**src/rtl/alu_div.sv**
```systemverilog
// Iterative 32-bit divider for DIV/DIVU/REM/REMU: restoring division, one quotient bit per clock.
// Divide-by-zero and signed overflow skip the iteration and resolve in a single cycle.
module alu_div (
  input  logic        clk,
  input  logic        rst_n,
  input  logic        start,
  input  logic [31:0] in_a,
  input  logic [31:0] in_b,
  input  logic [2:0]  funct3,
  output logic        busy,
  output logic        valid,
  output logic [31:0] div_out
);

  typedef enum logic [1:0] {IDLE, CALC, DONE} state_t;

  state_t      state_q, state_d;
  logic [4:0]  cnt_q, cnt_d;
  logic [32:0] rem_q, rem_d;
  logic [31:0] quo_q, quo_d;
  logic [31:0] dvsr_q, dvsr_d;
  logic [31:0] out_q, out_d;
  logic        negq_q, negq_d;
  logic        negr_q, negr_d;
  logic        selr_q, selr_d;
  logic        busy_q, busy_d;
  logic        valid_q, valid_d;

  logic        signed_op;
  logic        div_zero;
  logic        ovf;
  logic [31:0] abs_a;
  logic [31:0] abs_b;
  logic [32:0] shifted;
  logic [32:0] trial;
  logic        step_ok;
  logic [32:0] rem_step;
  logic [31:0] quo_step;
  logic [31:0] fin_q;
  logic [31:0] fin_r;
  logic        f3_unused;

  // funct3[2] is the decoder's concern; the partial remainder MSB is always 0 between iterations.
  assign f3_unused = ^{funct3[2], rem_q[32]};

  assign signed_op = ~funct3[0];
  assign div_zero  = (in_b == 32'd0);
  assign ovf       = signed_op && (in_a == 32'h8000_0000) && (in_b == 32'hFFFF_FFFF);
  assign abs_a     = (signed_op && in_a[31]) ? (32'd0 - in_a) : in_a;
  assign abs_b     = (signed_op && in_b[31]) ? (32'd0 - in_b) : in_b;

  assign shifted  = {rem_q[31:0], quo_q[31]};
  assign trial    = shifted - {1'b0, dvsr_q};
  assign step_ok  = ~trial[32];
  assign rem_step = step_ok ? trial : shifted;
  assign quo_step = {quo_q[30:0], step_ok};
  assign fin_q    = negq_q ? (32'd0 - quo_step) : quo_step;
  assign fin_r    = negr_q ? (32'd0 - rem_step[31:0]) : rem_step[31:0];

  always_comb begin
    state_d = state_q;
    cnt_d   = cnt_q;
    rem_d   = rem_q;
    quo_d   = quo_q;
    dvsr_d  = dvsr_q;
    out_d   = out_q;
    negq_d  = negq_q;
    negr_d  = negr_q;
    selr_d  = selr_q;
    busy_d  = busy_q;
    valid_d = 1'b0;
    case (state_q)
      IDLE: begin
        if (start) begin
          busy_d = 1'b1;
          selr_d = funct3[1];
          if (div_zero || ovf) begin
            state_d = DONE;
            valid_d = 1'b1;
            if (funct3[1])
              out_d = div_zero ? in_a : 32'd0;
            else
              out_d = div_zero ? 32'hFFFF_FFFF : 32'h8000_0000;
          end else begin
            state_d = CALC;
            cnt_d   = 5'd31;
            rem_d   = 33'd0;
            quo_d   = abs_a;
            dvsr_d  = abs_b;
            negq_d  = signed_op && (in_a[31] ^ in_b[31]);
            negr_d  = signed_op && in_a[31];
          end
        end
      end
      CALC: begin
        rem_d = rem_step;
        quo_d = quo_step;
        cnt_d = cnt_q - 5'd1;
        if (cnt_q == 5'd0) begin
          state_d = DONE;
          valid_d = 1'b1;
          cnt_d   = 5'd0;
          out_d   = selr_q ? fin_r : fin_q;
        end
      end
      DONE: begin
        state_d = IDLE;
        busy_d  = 1'b0;
      end
      default: begin
        state_d = IDLE;
        busy_d  = 1'b0;
      end
    endcase
  end

  always_ff @(posedge clk or negedge rst_n) begin
    if (!rst_n) begin
      state_q <= IDLE;
      cnt_q   <= 5'd0;
      rem_q   <= 33'd0;
      quo_q   <= 32'd0;
      dvsr_q  <= 32'd0;
      out_q   <= 32'd0;
      negq_q  <= 1'b0;
      negr_q  <= 1'b0;
      selr_q  <= 1'b0;
      busy_q  <= 1'b0;
      valid_q <= 1'b0;
    end else begin
      state_q <= state_d;
      cnt_q   <= cnt_d;
      rem_q   <= rem_d;
      quo_q   <= quo_d;
      dvsr_q  <= dvsr_d;
      out_q   <= out_d;
      negq_q  <= negq_d;
      negr_q  <= negr_d;
      selr_q  <= selr_d;
      busy_q  <= busy_d;
      valid_q <= valid_d;
    end
  end

  assign busy    = busy_q;
  assign valid   = valid_q;
  assign div_out = out_q;

endmodule

```
**config.mk**
```make
export PLATFORM = sky130hd
export DESIGN_NAME = alu_div
export DESIGN_NICKNAME = d
export VERILOG_FILES = /design/src/rtl/alu_div.sv
export SDC_FILE = /design/constraint.sdc
export NUM_CORES = 1
export LEC_CHECK = 0
export BUFFER_PORTS_ARGS = -buffer_cell sky130_fd_sc_hd__buf_2
export CAP_MARGIN = 20
export CORE_MARGIN = 2
export CORE_UTILIZATION = 50
export CTS_CLUSTER_SIZE = 20
export DETAILED_ROUTE_END_ITERATION = 8
export PLACE_DENSITY = 0.75
export SYNTH_ARGS = -nofsm -noshare
export SYNTH_HDL_FRONTEND = slang
export SYNTH_SLANG_ARGS = --single-unit
export TNS_END_PERCENT = 50
```
**constraint.sdc**
```tcl
create_clock -name clk -period 6 [get_ports clk]
set_clock_uncertainty 0.05 [all_clocks]
set_input_delay 0 -clock clk [delete_from_list [all_inputs] [get_ports clk]]
set_output_delay 0 -clock clk [all_outputs]
set_load 0.005 [all_outputs]
```
==> run_results.csv <==
group,metric,value,unit
worst_setup_path,critPathKind,"flop to flop",
synthesis,synthFlopType,"dfrtp_1",
die,dieArea,0.02432,sq mm
worst_setup_path,rr_worst_depth,16,
global_route,grt_start_max_net_pins,92,
hold_path,hold_end,"quo_q[10]$_DFFE_PN0P_",
worst_setup_path,setup.worst_path.start,"rem_q[22]$_DFFE_PN0P_",
synthesis,syn-num-nets,1585,
detailed_routing,ant_nets,0,
detailed_routing,first_iter_violations,1323,
finish,n_fill_cell,2009,
synthesis,synth_area,0.01155,sq mm
cts,clock_latency,0.44,ns
die,die_y,156.0,um
synthesis,synth_edf_count,0,
detailed_routing,wl_per_cell,19.54,um
synthesis,ys_async_sr_fraction,100.0,%
finish,fin_area,0.01342,sq mm
detailed_routing,vias_per_cell,6.289,
timing,rsz0062_at_grt,"false",
timing,hold_viol,0,
finish,finalNetCount,1695,
synthesis,yosys_warnings,0,
worst_setup_path,r2r_start,"rem_q[22]$_DFFE_PN0P_",
global_route,antenna_found_initial,0,
synthesis,synth_area_leaders,"dfrtp_1 (30%), o21ai_0 (7.8%), xnor2_1 (6.3%), nand2_1 (5.7%), xor2_1 (4.4%)",
timing,setup_tns,0,ns
worst_setup_path,cp.required,6.29,ns
cts,cts.reportedPaths.clkPinSlew,0.07,ns
global_route,grt_pass1_vias,11060,
placed_design,place.gp.congestion,0.9438,
worst_setup_path,crit_arrival,5.41,ns
detailed_routing,drc,0,
worst_setup_path,r2r-end,"div_out[20]$_DFFE_PN0P_",
timing,worst_pin_slew,1.030,ns
finish,area_growth,16.26,%
die,num_io_pins,104,
die,rows,55,
finish,drive_gt1_share,11.01,%
hold_path,hp-start,"in_a[10]",
placed_design,pre_cts_ws,1.022,ns
cts,ctsResizeCount,0,
timing,fin_crit,5.116,ns
worst_setup_path,start_kind,"flop",
timing,drv_slew,0,
global_route,grt_pass1_wl,58920,um
synthesis,synth_seq_area_share,30.34,%
detailed_routing,drt-total-wl,36820,um
timing,finalCritPeriodShare,85.27,%
cts,clockRootBuffer,"clkbuf_16",
timing,setup_ws,0.8838,ns
cts,cts-buffers-inserted,17,
die,coreArea,0.02264,sq mm
cts,clk_path_buf_depth,2,
global_route,grt_overflow,0,
flow_run,cap_violations,0,
die,start_util,51.00,%
hold_path,hp-class,"primary input to flop",
worst_setup_path,crit_path_end_kind,"flop",
finish,antenna_cells,0,
cts,cts_max_level,4,
cts,cts_tree,"yes",
cts,cts_num_sinks,140,
timing,relSlewSlack,30.78,%
worst_setup_path,reg2reg_setup_slack,0.88,ns
placed_design,place_area,0.01222,sq mm
worst_setup_path,crit_path_max_fanout,28,
die,fp.dieW,156.0,um
synthesis,synth_top_area_share,30.34,%
timing,finalSetupViolCount,0,
placed_design,port_buffers,102,
synthesis,syn_area_per_cell,7.823,sq um
global_route,track_usage,30.42,%
detailed_routing,num_vias,11850,
synthesis,synthCells,1476,
detailed_routing,drtPass1Iterations,7,
hold_path,hold_depth,4,
timing,max_freq,0.1955,GHz
synthesis,synth_top_cell_by_area,"dfrtp_1",
placed_design,dp_hpwl,26220,um
synthesis,yosysUniqueCellTypes,78,
run_status,status,"completed",
synthesis,ys_seq_elements,140,
[registers in the layout, indices dropped and copies added, names as in the netlist]
register,cells
div_out,32
dvsr_q,32
quo_q,32
rem_q,32
cnt_q,5
state_q,2
busy,1
negq_q,1
negr_q,1
selr_q,1
valid,1
[worst max-delay path by stage]
stage	endpoint	slack (ns)
floorplan	div_out[28]$_DFFE_PN0P_	1.35
global placement	div_out[20]$_DFFE_PN0P_	1.13
detailed placement	div_out[20]$_DFFE_PN0P_	1.02
CTS	div_out[20]$_DFFE_PN0P_	0.99
global route	div_out[28]$_DFFE_PN0P_	0.55
finish	div_out[20]$_DFFE_PN0P_	0.88
[through the flow]
step                      hold WS [ns]  util [%]  instances
after floorplan                -0.3456         -       1476
after global placement         0.09159     53.95       1792
after detailed placement       0.09671     53.95       1792
after CTS                     0.003467     59.29       1884
after global routing           0.05394     59.29       1884
final                          0.01181     59.29       1884
[cells in the mapped netlist (6+ instances only)]
| cell type | number |
|---|---|
| a21o_1 | 10 |
| o21a_1 | 12 |
| a222oi_1 | 22 |
| and2_1 | 9 |
| or3_1 | 19 |
| o221ai_1 | 17 |
| nor2b_1 | 13 |
| buf_2 | 8 |
| nand4_1 | 26 |
| nand2b_1 | 18 |
| o41ai_1 | 10 |
| and3_1 | 6 |
| a211oi_1 | 12 |
| nor2_1 | 111 |
| o21ai_0 | 180 |
| a21oi_1 | 93 |
| clkbuf_1 | 75 |
| o31ai_1 | 25 |
| a22o_1 | 6 |
| a31oi_1 | 17 |
| o21ai_1 | 7 |
| nand2_1 | 176 |
| inv_1 | 80 |
| ha_1 | 38 |
| mux2i_1 | 29 |
| nand3_1 | 11 |
| nor3_1 | 41 |
| o211ai_1 | 13 |
| or4_1 | 7 |
| xor2_1 | 58 |
| xnor2_1 | 83 |
| nor4_1 | 15 |
| dfrtp_1 | 140 |
[cells in the final DEF, fill, tap and decap left out, drive strengths merged, types with 12 or more instances in the layout]
cell type,count
ha,38
xor2,58
clkbuf,19
nor2b,13
o211ai,14
nor2,112
o31ai,25
inv,87
nor3,42
dfrtp,140
a21oi,94
dlygate4sd3,60
nor4,16
buf,116
xnor2,83
o21ai,187
mux2i,29
o221ai,17
a211oi,14
or3,19
nand4,26
nand2,177
a31oi,17
a222oi,22
o21a,12
nand2b,18
[final cells by class]
class                   instances  area (sq um)  share of cell area, %
clock inverters                13         153.9                  1.147
clock buffers                  19         452.9                  3.374
multi-input cells            1169          7423                  55.30
well taps                     285         356.6                  2.657
repair buffers                176          1222                  9.107
inverters                      82         310.3                  2.312
flip-flops and latches        140          3503                  26.10
[what timing repair did]
action,CTS,global route
endpoints found under the setup margin,0,0
endpoints found under the hold margin,154,0
hold buffers,60,0
setup buffers,0,0
[cells by family (layout without fill, tap and decap cells)]
logic type               Yosys count  count (layout)  share of synthesized area [%]
XOR/XNOR                         141             141                          10.70
AO/OA/AOI/OAI                    470             470                          25.77
multiplexers                      36              36                          3.229
adder cells (fa/ha/maj)           39              39                          4.291
buffers and inverters            167             290                          5.538
flip-flops                       140             140                          30.34
AND/OR/NAND/NOR                  483             483                          20.13
[per-layer routing]
layer | GRT usage [%] | vias up | part of all wire (%)
met5 | 0 | - | 0
met4 | 8.694 | 0 | 2.0
met3 | 3.833 | 69 | 7.9
met2 | 49.09 | 572 | 46
met1 | 42.97 | 5653 | 44
li1 | - | 5555 | -
[critical path, stage by stage (launching register included)]
cell and delay (ns):
dfrtp_1 0.43, ha_1 0.42, a21oi_1 0.41, o21ai_0 0.17, a211oi_1 0.34, o31ai_1 0.18, nor3_2 0.55, nor2_8 0.04
inv_4 0.27, mux2i_1 0.34, ha_1 0.24, o21ai_0 0.30, a211oi_4 0.46, and2_2 0.25, nand2_2 0.06, mux2_4 0.31
o31ai_1 0.19
Power is not shown: default switching activity piles up to over one toggle a cycle in this logic, so the estimate is an artifact.
